### src/rtl/mem_port_arbiter_pkg.sv
// Shared types and defaults for the instruction/data memory port arbiter.
package mem_port_arbiter_pkg;

  localparam int unsigned DefAddrW = 32;
  localparam int unsigned DefDataW = 32;

  typedef enum logic [1:0] {
    StIdle,
    StIBusy,
    StDBusy
  } arb_state_e;

  typedef enum logic {
    PortI = 1'b0,
    PortD = 1'b1
  } port_e;

endpackage

### src/rtl/mem_port_arbiter_if.sv
// Fetch, data and backend signals of the memory port arbiter.
// slave: the arbiter's view; master: the view of the stages and backend around it.
interface mem_port_arbiter_if
  import mem_port_arbiter_pkg::*;
#(
  parameter int unsigned ADDR_W = DefAddrW,
  parameter int unsigned DATA_W = DefDataW
) ();

  logic                  i_req;
  logic [ADDR_W-1:0]     i_addr;
  logic [DATA_W-1:0]     i_rdata;
  logic                  i_valid;
  logic                  i_stall;

  logic                  d_req;
  logic                  d_we;
  logic [ADDR_W-1:0]     d_addr;
  logic [DATA_W-1:0]     d_wdata;
  logic [DATA_W/8-1:0]   d_be;
  logic [DATA_W-1:0]     d_rdata;
  logic                  d_valid;
  logic                  d_stall;

  logic                  mem_req;
  logic                  mem_we;
  logic [ADDR_W-1:0]     mem_addr;
  logic [DATA_W-1:0]     mem_wdata;
  logic [DATA_W/8-1:0]   mem_be;
  logic                  mem_ack;
  logic [DATA_W-1:0]     mem_rdata;

  logic                  busy;

  modport slave (
    input  i_req, i_addr, d_req, d_we, d_addr, d_wdata, d_be, mem_ack, mem_rdata,
    output i_rdata, i_valid, i_stall, d_rdata, d_valid, d_stall,
    output mem_req, mem_we, mem_addr, mem_wdata, mem_be, busy
  );

  modport master (
    output i_req, i_addr, d_req, d_we, d_addr, d_wdata, d_be, mem_ack, mem_rdata,
    input  i_rdata, i_valid, i_stall, d_rdata, d_valid, d_stall,
    input  mem_req, mem_we, mem_addr, mem_wdata, mem_be, busy
  );

endinterface

### src/rtl/mem_arb_pick.sv
// Combinational grant selection for the memory port arbiter.
// Build option ARB_STARVE_GUARD_EN adds the starvation count input.
module mem_arb_pick
  import mem_port_arbiter_pkg::*;
`ifdef ARB_STARVE_GUARD_EN
#(
  parameter int unsigned CntW        = 3,
  parameter int unsigned StarveLimit = 4
)
`endif
(
  input  arb_state_e      state_i,
  input  logic            i_eff_i,
  input  logic            d_eff_i,
  input  logic            ack_i,
`ifdef ARB_STARVE_GUARD_EN
  input  logic [CntW-1:0] starve_cnt_i,
`endif
  output logic            launch_o,
  output port_e           port_o
);

  logic starve_hit;

`ifdef ARB_STARVE_GUARD_EN
  assign starve_hit = (starve_cnt_i == CntW'(StarveLimit));
`else
  assign starve_hit = 1'b0;
`endif

  // On an ack edge only the other port may be granted; the served one still
  // shows a stale request until its valid pulse masks it.
  always_comb begin
    launch_o = 1'b0;
    port_o   = PortD;
    unique case (state_i)
      StIdle: begin
        if (i_eff_i && d_eff_i) begin
          launch_o = 1'b1;
          port_o   = starve_hit ? PortI : PortD;
        end else if (d_eff_i) begin
          launch_o = 1'b1;
          port_o   = PortD;
        end else if (i_eff_i) begin
          launch_o = 1'b1;
          port_o   = PortI;
        end
      end
      StIBusy: begin
        if (ack_i && d_eff_i) begin
          launch_o = 1'b1;
          port_o   = PortD;
        end
      end
      StDBusy: begin
        if (ack_i && i_eff_i) begin
          launch_o = 1'b1;
          port_o   = PortI;
        end
      end
      default: ;
    endcase
  end

endmodule

### src/rtl/mem_port_arbiter.sv
// Shares one variable-latency memory port between fetch (read-only) and data (read/write).
// Data has priority; define ARB_STARVE_GUARD_EN to bound how long fetch can be locked out.
module mem_port_arbiter
  import mem_port_arbiter_pkg::*;
#(
  parameter int unsigned ADDR_W       = DefAddrW,
  parameter int unsigned DATA_W       = DefDataW,
  parameter int unsigned STARVE_LIMIT = 4
) (
  input logic               clk,
  input logic               reset,
  mem_port_arbiter_if.slave bus
);

  localparam int unsigned BeW = DATA_W / 8;

  if (STARVE_LIMIT < 1) begin : g_bad_starve_limit
    $error("STARVE_LIMIT must be at least 1");
  end

  arb_state_e          state_q, state_d;
  logic                mem_we_q, mem_we_d;
  logic [ADDR_W-1:0]   mem_addr_q, mem_addr_d;
  logic [DATA_W-1:0]   mem_wdata_q, mem_wdata_d;
  logic [BeW-1:0]      mem_be_q, mem_be_d;
  logic                i_valid_q, i_valid_d;
  logic                d_valid_q, d_valid_d;
  logic [DATA_W-1:0]   i_rdata_q, i_rdata_d;
  logic [DATA_W-1:0]   d_rdata_q, d_rdata_d;

  logic                i_eff, d_eff;
  logic                launch;
  port_e               port;

  // A port whose valid is high this cycle still shows its old request.
  assign i_eff = bus.i_req & ~i_valid_q;
  assign d_eff = bus.d_req & ~d_valid_q;

`ifdef ARB_STARVE_GUARD_EN
  localparam int unsigned CntW = $clog2(STARVE_LIMIT + 1);

  logic [CntW-1:0] starve_cnt_q, starve_cnt_d;

  always_comb begin
    starve_cnt_d = starve_cnt_q;
    if ((launch && port == PortI) || !i_eff) begin
      starve_cnt_d = '0;
    end else if (launch && port == PortD && starve_cnt_q != CntW'(STARVE_LIMIT)) begin
      starve_cnt_d = starve_cnt_q + 1'b1;
    end
  end

  always_ff @(posedge clk or posedge reset) begin
    if (reset) begin
      starve_cnt_q <= '0;
    end else begin
      starve_cnt_q <= starve_cnt_d;
    end
  end

  mem_arb_pick #(
    .CntW        (CntW),
    .StarveLimit (STARVE_LIMIT)
  ) u_pick (
    .state_i      (state_q),
    .i_eff_i      (i_eff),
    .d_eff_i      (d_eff),
    .ack_i        (bus.mem_ack),
    .starve_cnt_i (starve_cnt_q),
    .launch_o     (launch),
    .port_o       (port)
  );
`else
  mem_arb_pick u_pick (
    .state_i  (state_q),
    .i_eff_i  (i_eff),
    .d_eff_i  (d_eff),
    .ack_i    (bus.mem_ack),
    .launch_o (launch),
    .port_o   (port)
  );
`endif

  always_comb begin
    state_d     = state_q;
    mem_we_d    = mem_we_q;
    mem_addr_d  = mem_addr_q;
    mem_wdata_d = mem_wdata_q;
    mem_be_d    = mem_be_q;
    i_valid_d   = (state_q == StIBusy) && bus.mem_ack;
    d_valid_d   = (state_q == StDBusy) && bus.mem_ack;
    i_rdata_d   = i_valid_d ? bus.mem_rdata : i_rdata_q;
    // Write completions leave the last read result in place.
    d_rdata_d   = (d_valid_d && !mem_we_q) ? bus.mem_rdata : d_rdata_q;

    if (launch) begin
      if (port == PortI) begin
        state_d     = StIBusy;
        mem_we_d    = 1'b0;
        mem_addr_d  = bus.i_addr;
        mem_wdata_d = '0;
        mem_be_d    = '1;
      end else begin
        state_d     = StDBusy;
        mem_we_d    = bus.d_we;
        mem_addr_d  = bus.d_addr;
        mem_wdata_d = bus.d_wdata;
        mem_be_d    = bus.d_be;
      end
    end else if (state_q != StIdle && bus.mem_ack) begin
      state_d = StIdle;
    end
  end

  always_ff @(posedge clk or posedge reset) begin
    if (reset) begin
      state_q     <= StIdle;
      mem_we_q    <= 1'b0;
      mem_addr_q  <= '0;
      mem_wdata_q <= '0;
      mem_be_q    <= '0;
      i_valid_q   <= 1'b0;
      d_valid_q   <= 1'b0;
      i_rdata_q   <= '0;
      d_rdata_q   <= '0;
    end else begin
      state_q     <= state_d;
      mem_we_q    <= mem_we_d;
      mem_addr_q  <= mem_addr_d;
      mem_wdata_q <= mem_wdata_d;
      mem_be_q    <= mem_be_d;
      i_valid_q   <= i_valid_d;
      d_valid_q   <= d_valid_d;
      i_rdata_q   <= i_rdata_d;
      d_rdata_q   <= d_rdata_d;
    end
  end

  assign bus.mem_req   = (state_q != StIdle);
  assign bus.busy      = (state_q != StIdle);
  assign bus.mem_we    = mem_we_q;
  assign bus.mem_addr  = mem_addr_q;
  assign bus.mem_wdata = mem_wdata_q;
  assign bus.mem_be    = mem_be_q;
  assign bus.i_valid   = i_valid_q;
  assign bus.d_valid   = d_valid_q;
  assign bus.i_rdata   = i_rdata_q;
  assign bus.d_rdata   = d_rdata_q;
  assign bus.i_stall   = bus.i_req & ~i_valid_q;
  assign bus.d_stall   = bus.d_req & ~d_valid_q;

endmodule

### src/flat_wrapper.sv
// flat-port wrapper written by rule: the top's interface ports become plain ports
module mem_port_arbiter_flat import mem_port_arbiter_pkg::*;
#(
  parameter int unsigned ADDR_W       = DefAddrW,
  parameter int unsigned DATA_W       = DefDataW,
  parameter int unsigned STARVE_LIMIT = 4
)
  (clk, reset, bus_i_req, bus_i_addr, bus_d_req, bus_d_we, bus_d_addr, bus_d_wdata, bus_d_be, bus_mem_ack, bus_mem_rdata, bus_i_rdata, bus_i_valid, bus_i_stall, bus_d_rdata, bus_d_valid, bus_d_stall, bus_mem_req, bus_mem_we, bus_mem_addr, bus_mem_wdata, bus_mem_be, bus_busy);
  mem_port_arbiter_if #(.ADDR_W(ADDR_W), .DATA_W(DATA_W)) bus_i ();
  input logic clk;
  input logic reset;
  input wire logic [$bits(bus_i.i_req)-1:0] bus_i_req;
  input wire logic [$bits(bus_i.i_addr)-1:0] bus_i_addr;
  input wire logic [$bits(bus_i.d_req)-1:0] bus_d_req;
  input wire logic [$bits(bus_i.d_we)-1:0] bus_d_we;
  input wire logic [$bits(bus_i.d_addr)-1:0] bus_d_addr;
  input wire logic [$bits(bus_i.d_wdata)-1:0] bus_d_wdata;
  input wire logic [$bits(bus_i.d_be)-1:0] bus_d_be;
  input wire logic [$bits(bus_i.mem_ack)-1:0] bus_mem_ack;
  input wire logic [$bits(bus_i.mem_rdata)-1:0] bus_mem_rdata;
  output wire logic [$bits(bus_i.i_rdata)-1:0] bus_i_rdata;
  output wire logic [$bits(bus_i.i_valid)-1:0] bus_i_valid;
  output wire logic [$bits(bus_i.i_stall)-1:0] bus_i_stall;
  output wire logic [$bits(bus_i.d_rdata)-1:0] bus_d_rdata;
  output wire logic [$bits(bus_i.d_valid)-1:0] bus_d_valid;
  output wire logic [$bits(bus_i.d_stall)-1:0] bus_d_stall;
  output wire logic [$bits(bus_i.mem_req)-1:0] bus_mem_req;
  output wire logic [$bits(bus_i.mem_we)-1:0] bus_mem_we;
  output wire logic [$bits(bus_i.mem_addr)-1:0] bus_mem_addr;
  output wire logic [$bits(bus_i.mem_wdata)-1:0] bus_mem_wdata;
  output wire logic [$bits(bus_i.mem_be)-1:0] bus_mem_be;
  output wire logic [$bits(bus_i.busy)-1:0] bus_busy;
  assign bus_i.i_req = bus_i_req;
  assign bus_i.i_addr = bus_i_addr;
  assign bus_i.d_req = bus_d_req;
  assign bus_i.d_we = bus_d_we;
  assign bus_i.d_addr = bus_d_addr;
  assign bus_i.d_wdata = bus_d_wdata;
  assign bus_i.d_be = bus_d_be;
  assign bus_i.mem_ack = bus_mem_ack;
  assign bus_i.mem_rdata = bus_mem_rdata;
  assign bus_i_rdata = bus_i.i_rdata;
  assign bus_i_valid = bus_i.i_valid;
  assign bus_i_stall = bus_i.i_stall;
  assign bus_d_rdata = bus_i.d_rdata;
  assign bus_d_valid = bus_i.d_valid;
  assign bus_d_stall = bus_i.d_stall;
  assign bus_mem_req = bus_i.mem_req;
  assign bus_mem_we = bus_i.mem_we;
  assign bus_mem_addr = bus_i.mem_addr;
  assign bus_mem_wdata = bus_i.mem_wdata;
  assign bus_mem_be = bus_i.mem_be;
  assign bus_busy = bus_i.busy;
  mem_port_arbiter #(.ADDR_W(ADDR_W), .DATA_W(DATA_W), .STARVE_LIMIT(STARVE_LIMIT)) u_core (.clk(clk), .reset(reset), .bus(bus_i));
endmodule
### config.mk
export PLATFORM = sky130hd
export DESIGN_NAME = mem_port_arbiter_flat
export DESIGN_NICKNAME = d
export VERILOG_FILES = /design/src/rtl/mem_port_arbiter_pkg.sv /design/src/rtl/mem_port_arbiter_if.sv /design/src/rtl/mem_arb_pick.sv /design/src/rtl/mem_port_arbiter.sv /design/src/flat_wrapper.sv
export SDC_FILE = /design/constraint.sdc
export NUM_CORES = 1
export LEC_CHECK = 0
export BUFFER_PORTS_ARGS = -buffer_cell sky130_fd_sc_hd__buf_4
export CORE_MARGIN = 5
export CORE_UTILIZATION = 46
export DETAILED_ROUTE_END_ITERATION = 6
export GPL_ROUTABILITY_DRIVEN = 0
export HOLD_SLACK_MARGIN = 0.06
export PLACE_DENSITY = 0.8
export REMOVE_ABC_BUFFERS = 1
export SLEW_MARGIN = 40
export SYNTH_ARGS = -nofsm -noshare
export SYNTH_HDL_FRONTEND = slang
export SYNTH_HIERARCHICAL = 1
export SYNTH_SLANG_ARGS = --single-unit
export TNS_END_PERCENT = 100
### constraint.sdc
create_clock -name clk -period 4.7 [get_ports clk]
set_clock_uncertainty 0.15 [all_clocks]
set_input_delay 0.235 -clock clk [delete_from_list [all_inputs] [get_ports clk]]
set_output_delay 0.235 -clock clk [all_outputs]
set_load 0.02 [all_outputs]
==> impl_metrics.ini, run 1 <==
[run_status]
result_of_the_run = finished clean

[setup_path]
worst_r2r_path_depth = 7
critPathArrivalTime_ns = 2.96
worstSetupStartpointType = flip-flop
worst_path_most_repeated_cell = sky130_fd_sc_hd__nor2b_1
timing.critical_path.required_ns = 4.89
critical_path.reg2reg.startpoint = u_core/bus.i_valid
path_max_fanout = 72
setup.reg_to_reg.worst_slack_ns = 1.93
worstSetupEndpointType = flip-flop
timing.rr.end = u_core/bus.mem_wdata[2]
path_class = flip-flop to flip-flop
timing.critical_path.cells = nor2b_1 > nor2b_1 > o21ai_1 > o31ai_4 > buf_4 > and2_2 > a22o_1
worst_path_largest_cell_delay_ns = 0.69
crit_slowest_cell = sky130_fd_sc_hd__and2_2

[pwr]
maximum_ir_drop_on_the_vdd_rail_mv = 0.455
leakage_nw = 4.83
power.total_mw = 6.96
power.density_cell_area_nw_per_um2 = 722

[drt]
route.layer.met1.wl_microns = 6730
routed_length_on_met3_microns = 1290
wl_met2_microns = 9610
maxUsedRoutingLayer = met4
num_vias = 4775
detail-route-antenna-nets = 0
postRouteWirelength_microns = 18400
drt-wirelength-per-cell_microns = 19.3
drt_first_pass_iters = 4
drt-initial-drc-count = 329
drt-vias-per-instance = 5.02
drt_drc_violations_left = 0

[clock_tree]
ctsLongestPathBuffers = 2
clock_tree.htree_level_count = 4
root_buffer = sky130_fd_sc_hd__clkbuf_16
worstSkewPairLatency_ns = 0.41
postCtsResizedCells = 0
clkTransAtPathRegs_ns = 0.06
tritoncts = done
cts_made_buffers = 17
tritoncts_num_sinks = 137

[flow_run]
maxCapViolCount = 0

[yosys]
synth_warn = 6
post_synth_xor_xnor_area_pct = 0
sequential_fraction_of_the_synthesis_area_pct = 62.0
synthDominantAreaCellType = sky130_fd_sc_hd__dfrtp_1
synth_compound_area_share_pct = 9.18
synth_area_sq_um = 5530
synth_top_area_share_pct = 62.0
synth_simple_gate_area_share_pct = 4.09
synth_ff_type = sky130_fd_sc_hd__dfrtp_1
yosys.area_share.adder_pct = 0
netlist-cell-type-count = 30
synthesis.instances = 384
synth_area_leaders = sky130_fd_sc_hd__dfrtp_1, sky130_fd_sc_hd__mux2_4, sky130_fd_sc_hd__mux2_2, sky130_fd_sc_hd__mux2i_1, sky130_fd_sc_hd__a22o_1
main_combinational_cell_family_by_area_after_synthesis = multiplexers
post_synth_mux_area_share_pct = 20.9
synth-seq-cells = 137
asyncSetResetFlopFracSynth_pct = 100
synthesis.area_per_instance_sq_um = 14.4
synth_edf_count = 0

[global_route]
initial_antenna_violation_count = 0
gr_ovfl_total = 0
grt_start_max_net_pins = 103
number_of_global_route_vias_before_repair = 5375
grt_pass1_wl_microns = 29000
grtUsageTotal_pct = 25.9

[place]
io_buffer_count = 276
hpwlAfterDp_microns = 10800
placement.cell_area_sq_um = 7640

[min_path]
min_delay_path_depth = 1
worstHoldEndpoint = u_core/bus.i_rdata[14]
worstHoldPathType = flip-flop to flip-flop
hold_path.startpoint = u_core/bus.i_rdata[14]

[die]
pin_count = 277
coreArea_sq_um = 11900
floorplan.die_area_sq_um = 14300
die-width_microns = 120
floorplan.rows = 40
initial_core_util_pct = 46.4
dieHeight_microns = 120

[timing]
report.final.slew_viol_count = 0
report.final.setup_viol = 0
slew-limit-headroom_pct = 55.6
setup_repair_after_global_routing_missed_its_margin = no
worst_slew_pin_slew_ns = 0.666
maximum_clock_frequency_mhz = 361
period_needed_ns = 2.77
final.period_utilization_pct = 59.0
timing.final.hold_violations = 0

[cells_and_area]
final_nets = 929
layout-drive-gt1-share_pct = 47.1
n_antenna_cell = 0
finish.instance_area_sq_um = 9640
final-seq-area_sq_um = 3430
n_fill_cell = 608
multi_input_gate_area_in_the_final_layout_sq_um = 1910
syn_to_final_growth_pct = 74.3
==> cells by family (layout without fill, tap and decap cells) <==
| family | Yosys count | in the layout |
|---|---|---|
| flops | 137 | 137 |
| mux | 96 | 96 |
| compound gates | 73 | 73 |
| simple gates | 48 | 48 |
| buf+inv | 30 | 450 |
==> through the flow <==
step | worst slack [ns] | setup TNS, ns | cells | hold WS (ns) | util (%)
2_1_floorplan | -3.31 | -142.13 | 357 | 0.185 | -
3_3_place_gp | 1.79 | 0 | 784 | 0.297 | 64.1
3_5_place_dp | 2.02 | 0 | 784 | 0.300 | 64.2
4_1_cts | 1.99 | 0 | 951 | 0.358 | 80.9
5_1_grt | 1.67 | 0 | 951 | 0.374 | 81.0
6_report | 1.93 | 0 | 951 | 0.358 | 81.0
==> synth_stat cells, types with 3 or more instances <==
cell	count
sky130_fd_sc_hd__nor2b_1	3
sky130_fd_sc_hd__a22o_1	33
sky130_fd_sc_hd__mux2i_1	32
sky130_fd_sc_hd__nor2_1	34
sky130_fd_sc_hd__a21oi_1	32
sky130_fd_sc_hd__o22a_1	4
sky130_fd_sc_hd__mux2_4	30
sky130_fd_sc_hd__buf_2	8
sky130_fd_sc_hd__buf_12	3
sky130_fd_sc_hd__buf_4	4
sky130_fd_sc_hd__mux2_2	34
sky130_fd_sc_hd__dfrtp_1	137
sky130_fd_sc_hd__clkbuf_1	7
sky130_fd_sc_hd__buf_6	4
==> per-layer routing <==
| metal | vias up | GRT usage, % |
|---|---|---|
| met1 | 2322 | 28.9 |
| li1 | 2184 | - |
| met3 | 55 | 7.78 |
| met2 | 214 | 45.3 |
| met5 | - | 0 |
| met4 | 0 | 12.3 |
==> placed cells by master, fill, tap and decap left out, types with 2 or more instances in the layout <==
cell type and n:
sky130_fd_sc_hd__clkinv_2 3, sky130_fd_sc_hd__nor2_1 34, sky130_fd_sc_hd__dlygate4sd3_1 135, sky130_fd_sc_hd__mux2_2 34
sky130_fd_sc_hd__bufinv_16 5, sky130_fd_sc_hd__dfrtp_1 137, sky130_fd_sc_hd__mux2i_1 32, sky130_fd_sc_hd__o22a_1 4
sky130_fd_sc_hd__a22o_1 33, sky130_fd_sc_hd__or2b_1 2, sky130_fd_sc_hd__nand2_1 2, sky130_fd_sc_hd__nor2b_1 3
sky130_fd_sc_hd__mux2_4 30, sky130_fd_sc_hd__clkbuf_8 3, sky130_fd_sc_hd__clkbuf_16 17, sky130_fd_sc_hd__clkbuf_1 4
sky130_fd_sc_hd__a21oi_1 32, sky130_fd_sc_hd__buf_4 280
==> critical path, delay by kind of cell (launching register included) <==
kind | cells | cell delay (ns)
AO/OA/AOI/OAI | 3 | 0.49
buffers and inverters | 1 | 0.57
flip-flops | 1 | 0.38
AND/OR/NAND/NOR | 3 | 1.11
==> layout make-up <==
type / instances / share of cell area [%]
clock inverter: 8 / 1.71
timing repair buffer: 415 / 35.8
tap: 147 / 1.91
multi-input combinational: 217 / 19.8
sequential: 137 / 35.6
inverter: 3 / 0.195
clock buffer: 24 / 5.00
==> power breakdown <==
part | switching [mW] | internal, mW
Combinational | 1.74 | 1.61
Clock | 0.479 | 0.982
Sequential | 0.376 | 1.77
==> worst max path at each step <==
stage	slack (ns)	end	startpoint	depth (start not counted)
2_1_floorplan	-3.31	u_core/bus.mem_wdata[0]	u_core/bus.i_valid	5
3_3_place_gp	1.79	u_core/bus.mem_wdata[13]	u_core/bus.i_valid	7
3_5_place_dp	2.02	u_core/bus.mem_wdata[14]	u_core/bus.i_valid	7
4_1_cts	1.99	u_core/bus.mem_wdata[27]	u_core/bus.i_valid	7
5_1_grt	1.67	u_core/bus.mem_wdata[2]	u_core/bus.i_valid	7
6_report	1.93	u_core/bus.mem_wdata[2]	u_core/bus.i_valid	7
==> state kept, by name, indices dropped and copies added, names as in the netlist <==
register              count
u_core/bus.i_rdata       32
u_core/bus.mem_we         1
u_core/bus.d_valid        1
u_core/bus.mem_be         4
u_core/state_q            2
u_core/bus.mem_wdata     32
u_core/bus.i_valid        1
u_core/bus.d_rdata       32
u_core/bus.mem_addr      32
==> repair_timing <==
item,4_1_cts,5_1_grt
buffers inserted,0,0
hold endpoints to repair,237,0
hold buffers,135,0
Note: power is estimated with default switching activity, not from simulation.
==> run 2: changes to the inputs <==
- CORE_UTILIZATION: 46 -> 41
- PLACE_DENSITY: 0.8 -> 0.76
- clock period: 4.7 -> 2.4 ns (I/O delays scaled with it)
==> run 2 against run 1 <==
Total power increased by 97%; critical path type unchanged; highest routed layer unchanged; worst hold slack got worse by 0.16 ns; largest power group unchanged; combinational power increased by 95%; critical path depth unchanged.
==> impl_metrics.ini, run 2 (synthesized netlist as in run 1, its figures left out) <==
[cells_and_area]
layout-drive-gt1-share_pct = 48.0
fin_cells = 990
layout.cells.most_common = sky130_fd_sc_hd__buf_4
final_nets = 937
syn_to_final_growth_pct = 77.8
n_fill_cell = 826
finish.instance_area_sq_um = 9840
mostFrequentLayoutCells = sky130_fd_sc_hd__buf_4, sky130_fd_sc_hd__dfrtp_1, sky130_fd_sc_hd__dlygate4sd3_1

[place]
io_buffer_count = 276
place.detailed.instances = 818
placement.cell_area_sq_um = 7760
hpwlAfterDp_microns = 11200

[pwr]
leakage_nw = 4.88
power.total_mw = 13.7
maximum_ir_drop_on_the_vdd_rail_mv = 0.810
power.density_cell_area_nw_per_um2 = 1390

[setup_path]
worst_setup_path_startpoint = u_core/state_q[1]
path_class = flip-flop to flip-flop
path_max_fanout = 33
worstSetupStartpointType = flip-flop
worstSetupEndpointType = flip-flop
critPathArrivalTime_ns = 2.37
critical_path.reg2reg.startpoint = u_core/state_q[1]
endpoint = u_core/bus.mem_wdata[25]
timing.rr.end = u_core/bus.mem_wdata[25]
worst_r2r_path_depth = 7
timing.critical_path.required_ns = 2.55
setup.reg_to_reg.worst_slack_ns = 0.18

[timing]
report.final.setup_viol = 0
report.final.slew_viol_count = 0
maximum_clock_frequency_mhz = 449
final.period_utilization_pct = 92.7
period_needed_ns = 2.22
timing.final.hold_violations = 0
worst_slew_pin_slew_ns = 0.578
slew-limit-headroom_pct = 61.5
setup_repair_after_global_routing_missed_its_margin = no

[die]
coreArea_sq_um = 13200
initial_core_util_pct = 41.8
die-width_microns = 126
pin_count = 277
floorplan.die_area_sq_um = 15900
dieHeight_microns = 126
floorplan.rows = 42

[drt]
drt_first_pass_iters = 4
drt-wirelength-per-cell_microns = 18.9
drt_drc_violations_left = 0
detail-route-antenna-nets = 0
drt-vias-per-instance = 4.89
postRouteWirelength_microns = 18700
num_vias = 4838
drt-initial-drc-count = 214

[run_status]
result_of_the_run = finished clean

[clock_tree]
tritoncts_num_sinks = 137
tritoncts = done
worstSkewPairLatency_ns = 0.41
cts_made_buffers = 17
clock_tree.htree_level_count = 4
ctsLongestPathBuffers = 2
root_buffer = sky130_fd_sc_hd__clkbuf_16
clkTransAtPathRegs_ns = 0.06

[global_route]
initial_antenna_violation_count = 2
grt_start_max_net_pins = 63
number_of_global_route_vias_before_repair = 5372
grt_pass1_wl_microns = 28400
grtUsageTotal_pct = 22.8
gr_ovfl_total = 0

[flow_run]
maxCapViolCount = 0

[min_path]
worstHoldPathType = input port to asynchronous set/reset pin
## run 2: cell types whose count changed in the layout (fill, tap and decap cells not counted), sizes merged, moves of 2 or more
cell / before / now
buf: 280 / 287
clkbuf: 24 / 18
clkinv: 3 / 5
clkinvlp: 0 / 2
diode: 0 / 2
## run 2: critical path, stage by stage (launching register included)
cell                      delay [ns]
sky130_fd_sc_hd__dfrtp_1        0.48
sky130_fd_sc_hd__buf_4          0.19
sky130_fd_sc_hd__and2b_1        0.20
sky130_fd_sc_hd__o21ai_2        0.26
sky130_fd_sc_hd__o31ai_4        0.16
sky130_fd_sc_hd__and2_1         0.16
sky130_fd_sc_hd__buf_4          0.23
sky130_fd_sc_hd__a22o_1         0.25
## run 2: worst min-delay path by stage
stage | from | endpoint | slack [ns] | depth (start not counted)
after floorplan | bus_mem_ack | u_core/state_q[0] | 0.07 | 1
after global placement | reset | u_core/bus.i_rdata[29] | 0.08 | 2
after detailed placement | reset | u_core/bus.i_rdata[29] | 0.09 | 2
after CTS | reset | u_core/bus.i_rdata[11] | 0.20 | 3
after global routing | reset | u_core/bus.mem_wdata[8] | 0.26 | 3
final | reset | u_core/bus.mem_wdata[1] | 0.20 | 3
## run 2: stage by stage
stage | setup TNS (ns) | utilization [%] | worst slack, ns | hold WS [ns]
after detailed placement | -1.83 | 58.6 | -0.0628 | 0.0912
after global routing | 0 | 74.3 | 0.0416 | 0.258
after CTS | 0 | 74.1 | 0.0617 | 0.198
after floorplan | -518.16 | - | -5.61 | 0.0699
final | 0 | 74.3 | 0.175 | 0.198
after global placement | 0 | 58.6 | 0.109 | 0.0768
## run 2: report_power, final
group | switching (mW) | internal, mW
clock | 1.01 | 1.99
sequential | 0.713 | 3.46
combinational | 3.40 | 3.13
total | 5.13 | 8.58
## run 2: per-layer routing
metal,up-vias,share of wire (%),GRT usage (%)
met5,-,0,0
met1,2345,38,25.5
met2,235,52,39.9
met3,54,6.1,6.10
li1,2204,-,-
met4,0,4.1,11.5
## run 2: cell type report
cell class                 count  area (sq um)  area share [%]
timing repair buffer         422          3560            36.2
antenna                        2          5.00          0.0509
inverter                       3          16.3           0.165
multi-input combinational    218          1930            19.6
sequential                   137          3430            34.8
clock inverter                14           244            2.48
tap                          176           220            2.24
clock buffer                  18           439            4.46
## run 2: timing repair
action | 4_1_cts | 5_1_grt
pin swaps | 1 | 1
hold buffers | 135 | 0
hold endpoints to repair | 196 | 0
buffers inserted | 0 | 2
endpoints found under the setup margin | 58 | 58
gates resized for setup | 1 | 1
gates cloned | 1 | 0
==> run 3: changes to the inputs <==
- CORE_UTILIZATION: 41 -> 43
- CTS_BUF_LIST: unset -> sky130_fd_sc_hd__clkbuf_4
- PLACE_DENSITY: 0.76 -> 0.79
==> run 3 against run 2 <==
Global-route usage rose by 3.5 points; total power fell by 11%; via count rose by 4.2%; die area fell by 4.3%; clock power fell by 57%; utilization rose by 0.31 points; clock-buffer cell count did not move; critical endpoint is now u_core/bus.mem_addr[23].
==> impl_metrics.ini, run 3 (synthesized netlist as in run 1, its figures left out) <==
[run_status]
result_of_the_run = finished clean

[timing]
timing.final.ws_setup_ns = 0.0678
maximum_clock_frequency_mhz = 429
final.period_utilization_pct = 97.2
worst_slew_pin_slew_ns = 0.837
period_needed_ns = 2.33
timing.final.hold_violations = 0
report.final.slew_viol_count = 0
report.final.setup_viol = 0
slew-limit-headroom_pct = 43.9

[place]
placement.cell_area_sq_um = 7730
hpwlAfterDp_microns = 11200
place_ws_ns = 0.0169
io_buffer_count = 276
place.detailed.instances = 813

[die]
coreArea_sq_um = 12600
floorplan.die_area_sq_um = 15200
pin_count = 277
floorplan.rows = 41
dieHeight_microns = 123
die-width_microns = 123
initial_core_util_pct = 43.8

[global_route]
gr_ovfl_total = 0
grt_pass1_wl_microns = 30200
initial_antenna_violation_count = 2
number_of_global_route_vias_before_repair = 5562
grt_start_max_net_pins = 67
grtUsageTotal_pct = 26.3

[setup_path]
path_class = flip-flop to flip-flop
worst_path_largest_cell_delay_ns = 0.59
timing.critical_path.required_ns = 2.64
worstSetupEndpointType = flip-flop
crit_slowest_cell = sky130_fd_sc_hd__dlygate4sd3_1
cell_family_contributing_the_most_delay_on_the_critical_path = buffers and inverters
critPathArrivalTime_ns = 2.58
timing.critical_path.cells = nor2b_2 > and2b_1 > nand3b_1 > buf_12 > mux2i_1 > dlygate4sd3_1 > a21oi_1
worst-path-buf-inv = 2
worstSetupStartpointType = flip-flop
path_max_fanout = 14

[flow_run]
maxCapViolCount = 0

[cells_and_area]
layout.cells.most_common = sky130_fd_sc_hd__buf_4
final_nets = 942
n_fill_cell = 787
layout-drive-gt1-share_pct = 48.0
fin_cells = 989
post-route-util_pct = 74.6
syn_to_final_growth_pct = 70.2
finish.instance_area_sq_um = 9420
mostFrequentLayoutCells = sky130_fd_sc_hd__buf_4, sky130_fd_sc_hd__dlygate4sd3_1, sky130_fd_sc_hd__dfrtp_1

[clock_tree]
tritoncts_num_sinks = 137
root_buffer = sky130_fd_sc_hd__clkbuf_4
clock_tree.htree_level_count = 4
tritoncts = done
worstSkewPairLatency_ns = 0.52
ctsLongestPathBuffers = 2
cts_made_buffers = 17
clkTransAtPathRegs_ns = 0.12

[drt]
drt-initial-drc-count = 344
drt-vias-per-instance = 5.10
drt_first_pass_iters = 5
drt-wirelength-per-cell_microns = 20.7
detail-route-antenna-nets = 0
postRouteWirelength_microns = 20400
num_vias = 5039
drt_drc_violations_left = 0

[min_path]
worstHoldPathType = input port to flip-flop

[pwr]
power.density_cell_area_nw_per_um2 = 1300
leakage_nw = 4.70
maximum_ir_drop_on_the_vdd_rail_mv = 0.719
-- run 3: cell count changes in the layout (fill, tap and decap cells not counted), sizes merged --
cell / previous run / this run
dlygate4sd3: 135 / 136
bufinv: 6 / 1
clkbuf: 18 / 19
inv: 4 / 2
buf: 287 / 290
clkinvlp: 2 / 1
clkinv: 5 / 11
-- run 3: final timing paths --
kind,start,endpoint,slack (ns),cells past startpoint
max in group asynchronous,reset,u_core/bus.mem_wdata[9],0.64,5
worst min-delay path,bus_d_we,u_core/bus.mem_we,0.19,3
worst max register to register,u_core/bus.d_valid,u_core/bus.mem_addr[23],0.07,7
min in group asynchronous,reset,u_core/bus.d_rdata[30],0.71,4
worst max-delay path,u_core/bus.d_valid,u_core/bus.mem_addr[23],0.07,7
worst min register to register,u_core/bus.i_rdata[20],u_core/bus.i_rdata[20],0.37,1
-- run 3: repair_timing --
action,CTS,global route
hold buffers,136,0
pin swaps,1,0
endpoints found under the setup margin,16,27
setup buffers,0,6
gates cloned,1,1
gates resized for setup,0,5
hold endpoints to repair,274,0
-- run 3: tightest hold or removal path: cells and delay by family --
family                 cells  cell delay (ns)
AO/OA/AOI/OAI              1             0.10
buffers and inverters      2             0.61
-- run 3: area by class of cell --
type	instances	area, sq um	area share, %
repair buffers	427	3600	38.3
flip-flops and latches	137	3430	36.4
clock buffers	18	135	1.44
inverters	3	16.3	0.173
well taps	172	215	2.29
diodes	2	5.00	0.0532
multi-input cells	218	1920	20.4
clock inverters	12	86.3	0.917
-- run 3: per-stage QoR --
stage / total power, mW / hold slack (ns) / TNS, ns
floorplan: 7.68 / 0.0699 / -518.16
global placement: 10.2 / 0.0775 / 0
detailed placement: 10.4 / 0.0965 / 0
CTS: 11.9 / 0.130 / 0
global route: 12.8 / 0.131 / -0.00313
finish: 12.2 / 0.187 / 0
-- run 3: routing by layer --
metal  track usage (%)  vias up  wire [microns]
li1                  -     2210               -
met1              27.7     2479            7130
met2              46.2      263           10500
met3              8.42       87            1660
met4              14.9        0            1120
met5                 0        -               0
-- run 3: power by group --
part | leakage (nW) | internal [mW] | switching, mW
combinational | 2.94 | 3.19 | 3.54
sequential | 1.63 | 3.45 | 0.773
clock | 0.127 | 0.491 | 0.806
total | 4.70 | 7.13 | 5.12
